## src/rtl/regfile_access_ctrl_pkg.sv

```systemverilog
// Shared definitions for the register-file access controller: default
// geometry, queue pointer width helper and read FSM state encoding.
package regfile_access_ctrl_pkg;

  localparam int unsigned N_DEFAULT        = 5;
  localparam int unsigned M_DEFAULT        = 32;
  localparam int unsigned WQ_DEPTH_DEFAULT = 4;

  // Pointer width for a power-of-two queue; never narrower than one bit.
  function automatic int unsigned ptr_width(input int unsigned depth);
    return (depth <= 2) ? 1 : $clog2(depth);
  endfunction

  typedef enum logic {
    RD_IDLE = 1'b0,
    RD_RESP = 1'b1
  } rd_state_e;

endpackage

```

## src/rtl/regfile_access_ctrl_wq_fifo.sv

```systemverilog
// Writeback queue: circular FIFO of {rd, data} entries with occupancy count
// and two address lookups that report the youngest valid entry matching each.
module regfile_access_ctrl_wq_fifo
  import regfile_access_ctrl_pkg::*;
#(
  parameter int unsigned N     = N_DEFAULT,
  parameter int unsigned M     = M_DEFAULT,
  parameter int unsigned DEPTH = WQ_DEPTH_DEFAULT,
  parameter int unsigned PW    = ptr_width(DEPTH),
  parameter int unsigned CW    = $clog2(DEPTH) + 1
) (
  input  logic          clk,
  input  logic          rst,
  input  logic          push,
  input  logic [N-1:0]  push_rd,
  input  logic [M-1:0]  push_data,
  input  logic          pop,
  output logic [N-1:0]  head_rd,
  output logic [M-1:0]  head_data,
  output logic          empty,
  output logic          full,
  output logic [CW-1:0] count,
  input  logic [N-1:0]  look_rs1,
  input  logic [N-1:0]  look_rs2,
  output logic          hit_rs1,
  output logic          hit_rs2,
  output logic [M-1:0]  hit_data_rs1,
  output logic [M-1:0]  hit_data_rs2
);

  logic [N-1:0]  rd_mem_q   [DEPTH];
  logic [M-1:0]  data_mem_q [DEPTH];
  logic [PW-1:0] wr_ptr_q, wr_ptr_d;
  logic [PW-1:0] rd_ptr_q, rd_ptr_d;
  logic [CW-1:0] count_q, count_d;
  logic          push_ok, pop_ok;
  logic [PW-1:0] idx;

  assign empty     = (count_q == '0);
  assign full      = (count_q == CW'(DEPTH));
  assign count     = count_q;
  assign head_rd   = rd_mem_q[rd_ptr_q];
  assign head_data = data_mem_q[rd_ptr_q];
  assign push_ok   = push & ~full;
  assign pop_ok    = pop & ~empty;

  // Next pointers and count; pointers wrap naturally since DEPTH is a power of 2.
  always_comb begin
    wr_ptr_d = wr_ptr_q + PW'(push_ok);
    rd_ptr_d = rd_ptr_q + PW'(pop_ok);
    count_d  = count_q + CW'(push_ok) - CW'(pop_ok);
  end

  // Youngest-match lookup: scan oldest to youngest so later hits overwrite earlier ones.
  always_comb begin
    // NOTE: every always_comb output gets a default first so no path leaves it unassigned (no latch).
    hit_rs1      = 1'b0;
    hit_rs2      = 1'b0;
    hit_data_rs1 = '0;
    hit_data_rs2 = '0;
    idx          = '0;
    for (int i = 0; i < int'(DEPTH); i++) begin
      idx = rd_ptr_q + PW'(i);
      if (CW'(i) < count_q) begin
        if (rd_mem_q[idx] == look_rs1) begin
          hit_rs1      = 1'b1;
          hit_data_rs1 = data_mem_q[idx];
        end
        if (rd_mem_q[idx] == look_rs2) begin
          hit_rs2      = 1'b1;
          hit_data_rs2 = data_mem_q[idx];
        end
      end
    end
  end

  // Pointer and count registers.
  always_ff @(posedge clk) begin
    // NOTE: state flops use non-blocking assignments so all of them update from pre-edge values.
    if (rst) begin
      wr_ptr_q <= '0;
      rd_ptr_q <= '0;
      count_q  <= '0;
    end else begin
      wr_ptr_q <= wr_ptr_d;
      rd_ptr_q <= rd_ptr_d;
      count_q  <= count_d;
    end
  end

  // Entry storage.
  always_ff @(posedge clk) begin
    // NOTE: storage is not reset; an entry is only observed while count marks it valid.
    if (push_ok) begin
      rd_mem_q[wr_ptr_q]   <= push_rd;
      data_mem_q[wr_ptr_q] <= push_data;
    end
  end

endmodule

```

## src/rtl/regfile_access_ctrl.sv

```systemverilog
// Register-file access controller: accepts operand reads and writebacks over
// valid/ready, queues writebacks and drains one per cycle into the register
// file, returns both operands one cycle after a read is accepted.
// Optional feature macro: REGFILE_BYPASS_EN -- when defined, reads never stall
// and pending operands are forwarded from the youngest queued write; otherwise
// reads stall until matching queued writes have drained.
module regfile_access_ctrl
  import regfile_access_ctrl_pkg::*;
#(
  parameter int unsigned N        = N_DEFAULT,
  parameter int unsigned M        = M_DEFAULT,
  parameter int unsigned WQ_DEPTH = WQ_DEPTH_DEFAULT
) (
  input  logic                        clk,
  input  logic                        rst,
  input  logic                        rd_req_valid,
  output logic                        rd_req_ready,
  input  logic [N-1:0]                rd_req_rs1,
  input  logic [N-1:0]                rd_req_rs2,
  output logic                        rd_rsp_valid,
  output logic [M-1:0]                rd_rsp_rs1,
  output logic [M-1:0]                rd_rsp_rs2,
  input  logic                        wr_req_valid,
  output logic                        wr_req_ready,
  input  logic [N-1:0]                wr_req_rd,
  input  logic [M-1:0]                wr_req_data,
  output logic [N-1:0]                rf_addr_rs1,
  output logic [N-1:0]                rf_addr_rs2,
  output logic [N-1:0]                rf_addr_rd,
  output logic                        rf_we,
  output logic [M-1:0]                rf_data_in,
  input  logic [M-1:0]                rf_rs1,
  input  logic [M-1:0]                rf_rs2,
  output logic [$clog2(WQ_DEPTH):0]   wq_count
);

  logic          wq_empty, wq_full, wq_pop;
  logic [N-1:0]  head_rd;
  logic [M-1:0]  head_data;
  logic          hit_rs1, hit_rs2;
  logic [M-1:0]  hit_data_rs1, hit_data_rs2;
  logic [M-1:0]  op_rs1, op_rs2;
  logic          rd_accept;
  rd_state_e     state_q, state_d;
  logic [M-1:0]  rs1_q, rs1_d, rs2_q, rs2_d;

  regfile_access_ctrl_wq_fifo #(.N(N), .M(M), .DEPTH(WQ_DEPTH)) u_wq (
    .clk          (clk),
    .rst          (rst),
    .push         (wr_req_valid),
    .push_rd      (wr_req_rd),
    .push_data    (wr_req_data),
    .pop          (wq_pop),
    .head_rd      (head_rd),
    .head_data    (head_data),
    .empty        (wq_empty),
    .full         (wq_full),
    .count        (wq_count),
    .look_rs1     (rd_req_rs1),
    .look_rs2     (rd_req_rs2),
    .hit_rs1      (hit_rs1),
    .hit_rs2      (hit_rs2),
    .hit_data_rs1 (hit_data_rs1),
    .hit_data_rs2 (hit_data_rs2)
  );

  // Writes drain every non-empty cycle; suppressed while reset discards the queue.
  assign wq_pop       = ~wq_empty & ~rst;
  assign wr_req_ready = ~wq_full;
  assign rf_we        = wq_pop;
  assign rf_addr_rd   = wq_pop ? head_rd : '0;
  assign rf_data_in   = wq_pop ? head_data : '0;
  assign rf_addr_rs1  = rd_req_rs1;
  assign rf_addr_rs2  = rd_req_rs2;

  // Operand select: a pending address takes the youngest queued data (only reachable when bypassing).
  assign op_rs1 = hit_rs1 ? hit_data_rs1 : rf_rs1;
  assign op_rs2 = hit_rs2 ? hit_data_rs2 : rf_rs2;

`ifdef REGFILE_BYPASS_EN
  assign rd_req_ready = 1'b1;
`else
  assign rd_req_ready = ~(hit_rs1 | hit_rs2);
`endif

  assign rd_accept    = rd_req_valid & rd_req_ready;
  assign rd_rsp_valid = (state_q == RD_RESP);
  assign rd_rsp_rs1   = rs1_q;
  assign rd_rsp_rs2   = rs2_q;

  // Read FSM next state and operand capture; data held until the next accept.
  always_comb begin
    state_d = RD_IDLE;
    rs1_d   = rs1_q;
    rs2_d   = rs2_q;
    if (rd_accept) begin
      state_d = RD_RESP;
      rs1_d   = op_rs1;
      rs2_d   = op_rs2;
    end
  end

  // Read FSM state and response registers.
  always_ff @(posedge clk) begin
    if (rst) begin
      state_q <= RD_IDLE;
      rs1_q   <= '0;
      rs2_q   <= '0;
    end else begin
      state_q <= state_d;
      rs1_q   <= rs1_d;
      rs2_q   <= rs2_d;
    end
  end

endmodule
```

## config.mk

```make
export PLATFORM = sky130hd
export DESIGN_NAME = regfile_access_ctrl
export DESIGN_NICKNAME = d
export VERILOG_FILES = /design/src/rtl/regfile_access_ctrl_pkg.sv /design/src/rtl/regfile_access_ctrl_wq_fifo.sv /design/src/rtl/regfile_access_ctrl.sv
export SDC_FILE = /design/constraint.sdc
export NUM_CORES = 1
export LEC_CHECK = 0
export BUFFER_PORTS_ARGS = -buffer_cell sky130_fd_sc_hd__clkbuf_2
export CAP_MARGIN = 20
export CORE_AREA = 2 2 147 149
export DETAILED_ROUTE_END_ITERATION = 8
export DIE_AREA = 0 0 149 151
export GPL_ROUTABILITY_DRIVEN = 0
export PLACE_DENSITY_LB_ADDON = 0.1
export SLEW_MARGIN = 15
export SYNTH_ARGS = -nofsm -noshare
export SYNTH_HDL_FRONTEND = slang
export SYNTH_SLANG_ARGS = --single-unit
```

## constraint.sdc

```tcl
create_clock -name clk -period 3.9 [get_ports clk]
set_input_delay 0.39 -clock clk [delete_from_list [all_inputs] [get_ports clk]]
set_output_delay 0.39 -clock clk [all_outputs]
set_load 0.03 [all_outputs]
```

# == Word level (Yosys, flattened, before mapping) ==
# Memory sizes are Yosys's and may differ from the RTL's. A register that Yosys moved wholly into a read port is not among the register bits.
# Cells that the tools add are included.
# totals
register_bits,72
ram_bits,148
input_bits,115
output_inout_bits,118
n_memories,2
# classes
addsub,7
magnitude_cmp,4
n_eq_ne,9
n_mux,41
bitwise,9
n_reduce_logical,1
# mem_list
memory,depth,word_bits,rd,rd_ports_with_merged_regs,wr,line_no,rtl
u_wq.data_mem_q,4,32,4,1,1,regfile_access_ctrl_wq_fifo.sv:32,logic [M-1:0] data_mem_q [DEPTH];
u_wq.rd_mem_q,4,5,4,1,1,regfile_access_ctrl_wq_fifo.sv:31,logic [N-1:0] rd_mem_q [DEPTH];
# ops
cell,n
32-bit 2-to-1 mux,19
5-bit == test,8
1-bit 2-to-1 mux,19
"1-bit by 3-bit less-than comparator with 1-bit output, first input constant",2
"2-bit by 3-bit less-than comparator with 1-bit output, first input constant",2
5-bit 2-to-1 mux,1
2-bit by 1-bit adder with 2-bit output,2
"2-bit adder, second input constant",2
1-bit bitwise AND,4
2-bit 2-to-1 mux,2
1-bit NOT,4
3-bit by 1-bit adder with 3-bit output,1
"3-bit == test, second input constant",1
3-bit zero test,1
3-bit by 1-bit subtractor with 3-bit output,1
"2-bit by 1-bit adder with 2-bit output, second input constant",1
1-bit OR,1

# == Depth between registers and ports, before layout ==
# depth
word_depth,13
ltp_mapped,12
mapped_depth_nobuf,10

# == Modules after synthesis ==
# A second synthesis with hierarchy kept.
# unflattened
hier_cells,1411
area_unflattened_um2,14285.0
# by_module_without_submodules
mod,instances,cells_each,area_each_um2
regfile_access_ctrl_wq_fifo,1,1077,11016.8
regfile_access_ctrl,1,334,3268.1

# == Worst setup path after synthesis ==
# OpenSTA, ideal clock, no wires.
# synth_path
path_kind,register to register
from,register u_wq.count_q[1] (netlist: u_wq.count[1])
to,memory u_wq.data_mem_q[1][0] (netlist bit) (enable)
setup_time_ns,0.485
arrival_ns,3.838
setup_slack_ns,-0.423
path_stages_with_launch,5
n_path_buf,0
path_cell_list,dfxtp_1 > nor2_1 > nand2_1 > nand2_1 > nor3b_1
# synth_via
elab_chain_cells,5
# synth_rtl
item,line_no,rtl
start: declaration,regfile_access_ctrl_wq_fifo.sv:35,"logic [CW-1:0] count_q, count_d;"
start signal: assignment,regfile_access_ctrl_wq_fifo.sv:87,count_q <= count_d;
3-bit == test,regfile_access_ctrl_wq_fifo.sv:40,assign full = (count_q == CW'(DEPTH));
1-bit NOT,n/a,
via wr_req_ready,regfile_access_ctrl.sv:24,"output logic wr_req_ready,"
1-bit bitwise AND,regfile_access_ctrl_wq_fifo.sv:44,assign push_ok = push & ~full;
1-bit 2-to-1 mux,regfile_access_ctrl_wq_fifo.sv:94,if (push_ok) begin
1-bit 2-to-1 mux (not written as such),regfile_access_ctrl_wq_fifo.sv:96,data_mem_q[wr_ptr_q] <= push_data;
end: declaration,regfile_access_ctrl_wq_fifo.sv:32,
# The timed path passes the listed nets, and every way through them passes these cells.

# == Worst setup path in the final report ==
# layout_path
from,register u_wq.rd_ptr_q[0]
to,output port rd_req_ready
# layout_via
elab_chain_cells,11
elab_cells_between_ends,24
classes_between,3 x add/sub; 6 x eq/ne; 12 x mux; 2 x bitwise; 1 x memory
# layout_rtl
item,line_no,rtl
start: declaration,regfile_access_ctrl_wq_fifo.sv:34,"logic [PW-1:0] rd_ptr_q, rd_ptr_d;"
start signal: assignment,regfile_access_ctrl_wq_fifo.sv:86,rd_ptr_q <= rd_ptr_d;
2-bit by 1-bit adder with 2-bit output,regfile_access_ctrl_wq_fifo.sv:63,idx = rd_ptr_q + PW'(i);
memory 4 x 5 bit (*),n/a,
5-bit == test (on tied branches),"regfile_access_ctrl_wq_fifo.sv:65, regfile_access_ctrl_wq_fifo.sv:69",
1-bit 2-to-1 mux (on tied branches),"regfile_access_ctrl_wq_fifo.sv:65, regfile_access_ctrl_wq_fifo.sv:69",
1-bit 2-to-1 mux,regfile_access_ctrl_wq_fifo.sv:64,if (CW'(i) < count_q) begin
1-bit 2-to-1 mux (on tied branches),"regfile_access_ctrl_wq_fifo.sv:65, regfile_access_ctrl_wq_fifo.sv:69",
1-bit 2-to-1 mux,regfile_access_ctrl_wq_fifo.sv:64,
1-bit 2-to-1 mux (on tied branches),"regfile_access_ctrl_wq_fifo.sv:65, regfile_access_ctrl_wq_fifo.sv:69",
1-bit 2-to-1 mux,regfile_access_ctrl_wq_fifo.sv:64,
1-bit OR (*),regfile_access_ctrl.sv:83,assign rd_req_ready = ~(hit_rs1 | hit_rs2);
1-bit NOT (*),regfile_access_ctrl.sv:83,
end: declaration,regfile_access_ctrl.sv:17,"output logic rd_req_ready,"
# Mark *: on every way between the ends. The rest lies on a longest branch, timed or not.

==> results.toml <==
[power]
ir_drop_v = 0.000283
power_density_mw_per_mm2 = 646
internal_power_mw = 5.18
p_sw_mw = 2.63
power_frac_seq = 0.378
p_leak_nw = 4.50
comb_power_share = 0.324
clockPowerShare = 0.297
total_power_mw = 7.81
switching_share = 0.337

[placed_design]
dp.final_hpwl_um = 14400
dp.cells = 1169
io_buffers = 232

[logic_synthesis]
synth_fp_nets = 843
ys.flop_type = "edfxtp_1"
yosysTopAreaCellShare = 0.443
synth-seq-cells = 220
synth_area_leaders = "edfxtp_1 (44%), dfxtp_1 (14%), mux4_2 (7.2%), nand4b_1 (5.6%), o21ai_2 (4.4%)"
synth_warnings = 0
synth_edf_count = 148
yosysSeqAreaShare = 0.587
post_synth_num_cell_types = 44
synth.largest_area_cell = "edfxtp_1"
synth_cells = 721
netlist_area_mm2 = 0.0100
async_flop_share = 0
avgSynthCellArea_um2 = 13.9

[critical_path]
r2r-end = "rd_rsp_rs2[4]$_SDFFE_PP0P_"
cp_max_fo = 33
crit_chain = "mux2_2 > mux2i_1 > xor2_1 > o211ai_1 > o22ai_1 > nor4_4 > buf_4 > clkbuf_2"
crit_type = "reg -> out"
slowest_delay_ps = 610
reg2reg_slack_ps = 860
crit_buf_inv = 2
r2r_start = "u_wq.rd_ptr_q[0]$_SDFF_PP0_"
crit_start = "u_wq.rd_ptr_q[0]$_SDFF_PP0_"
start_kind = "flip-flop"
cpLargestDelayFamily = "multiplexers"
cp-end-kind = "output pin"
arrival_ps = 3280
slowest_stage = "dfxtp_4"
path_depth = 8
rr_worst_depth = 9
cp.required_ps = 3510

[clock_network]
cts_setup_buffers = 0
postCtsHoldBufs = 0
path_clk_slew_ps = 60
h-tree-depth = 1
cts.sinks = 220
clock_latency_ps = 500
cts_tree = "built"
cts_buffers = 24
root_buffer = "clkbuf_16"
cts-resized-gates = 0
clock_path_buffers = 3

[floorplan]
die_w_um = 149
io_pins = 233
dieArea_mm2 = 0.0225
initial_core_util = 0.481
fp.dieH_um = 151
num_rows = 53
core-area_mm2 = 0.0208

[layout]
num-fill-cells = 1741
nNetsFinal = 1042
fin_util = 0.581
areaGrowthSynthToFinish_pct = 20.6
final-instance-count-excl-fill = 1209
drive_gt1_frac = 0.414
antennaDiodeCount = 0

[detailed_routing]
wl_per_cell_um = 18.6
viasPerCell = 5.36
drc = 0
first_pass_iters = 5
initialDrtViolationCount = 348
final_antenna_net_count = 0
drt-total-wl_um = 22500
vias = 6484

[hold_path]
hold_depth = 1
hold_start = "wr_req_data[5]"
hold_end = "u_wq.data_mem_q[1][5]$_DFFE_PP_"
hp-class = "in -> reg"

[global_route]
antenna_found_initial = 0
grt_pass1_wl_um = 34500
overflow = 0
grt_util_all_layers = 0.194
grt_pass1_vias = 6511
grt_max_degree = 137

[sta]
whs_ps = 104
hold_violations = 0
slew-limit-headroom = 0.311
fmax_ghz = 0.273
setup_viol = 0
rsz0062_at_grt = "false"
fin_crit_ps = 3670
max_slew.worst_pin.slew_ps = 1030
timing.final.max_slew_violations = 0
fin_crit_sh = 0.941
setup_tns_ps = 0
fin_worst_skew_ps = 7.36

[status]
status = "completed"

[flow_run]
cap_violations = 0
==> per-layer routing <==
metal | vias up | global-route usage | part of all wire
li1 | 3068 | - | -
met4 | 0 | 0.0533 | 0.022
met2 | 204 | 0.325 | 0.50
met3 | 40 | 0.0437 | 0.070
met1 | 3172 | 0.257 | 0.41
met5 | - | 0 | 0
==> worst max-delay path by stage <==
stage | slack (ps) | to
floorplan | 650 | u_wq.data_mem_q[2][0]$_DFFE_PP_
global placement | 840 | rd_req_ready
detailed placement | 760 | rd_req_ready
CTS | 200 | rd_req_ready
global route | 10 | rd_req_ready
finish | 230 | rd_req_ready
==> power groups by stage <==
stage          Sequential, mW  Clock (mW)  Combinational, mW
2_1_floorplan            3.16           0               1.77
3_3_place_gp             2.99           0               2.53
3_5_place_dp             3.01           0               2.56
4_1_cts                  2.96        2.38               2.57
5_1_grt                  2.99        2.47               2.75
6_report                 2.96        2.32               2.53
==> cells by family after synthesis <==
kind of cell	count (synthesis)	synth area share
flip-flops	220	0.587
AND/OR/NAND/NOR	213	0.143
AO/OA/AOI/OAI	85	0.0651
buffers and inverters	82	0.0437
multiplexers	64	0.108
XOR/XNOR	50	0.0437
adder cells (fa/ha/maj)	7	0.00948
==> cells in the mapped netlist, drive strengths merged (3+ instances only) <==
library cell,number
ha,6
edfxtp,148
nor2,15
nand4,3
dfxtp,72
nand2,9
mux2i,26
xor2,14
buf,38
xnor2,36
clkbuf,35
o211ai,3
mux4,32
mux2,6
nand2b,64
o22ai,4
nor2b,36
inv,9
a21oi,8
nand4b,64
o21ai,64
nor3,15
==> layout by cell type (no fill, tap or decap), types with 13 or more instances in the layout <==
cell type  netlist  final
nand4b_1        64     64
mux4_2          32     32
nor2b_1         36     36
clkbuf_2         1    232
o21ai_2         50     50
edfxtp_1       148    148
nand2b_1        64     64
nor2_1          15     14
nor3_1          15     14
dfxtp_1         72     70
clkbuf_16        0     25
buf_4           13     13
xor2_1          14     14
xnor2_1         36     36
mux2i_1         19     19
==> final cells by class <==
class,instances,area [µm²],share of cell area
clock inverter,13,171,0.0142
timing repair buffer,246,1280,0.106
multi-input combinational,419,3730,0.309
sequential,220,5890,0.487
clock buffer,27,643,0.0532
tap,275,344,0.0284
inverter,9,33.8,0.00279
==> per-stage QoR <==
step | instance area, µm² | worst slack (ps)
2_1_floorplan | 10000 | 646
3_3_place_gp | 11300 | 842
3_5_place_dp | 11300 | 761
4_1_cts | 12100 | 205
5_1_grt | 12100 | 9.53
6_report | 12100 | 232
==> worst reg2reg max path, delay by kind of cell (launching register included) <==
family / cells / cell delay [ps]
flip-flops: 1 / 610
multiplexers: 2 / 710
buffers and inverters: 1 / 310
AND/OR/NAND/NOR: 2 / 880
AO/OA/AOI/OAI: 3 / 320
XOR/XNOR: 1 / 120
==> registers in the layout, summed over array words and instances, names as in the netlist <==
| register | flops |
|---|---|
| rd_rsp_rs1 | 32 |
| u_wq.rd_mem_q | 20 |
| u_wq.rd_ptr_q | 2 |
| u_wq.count | 3 |
| rd_rsp_valid | 1 |
| rd_rsp_rs2 | 32 |
| u_wq.wr_ptr_q | 2 |
| u_wq.data_mem_q | 128 |
Power figures use the tool's default switching activity.
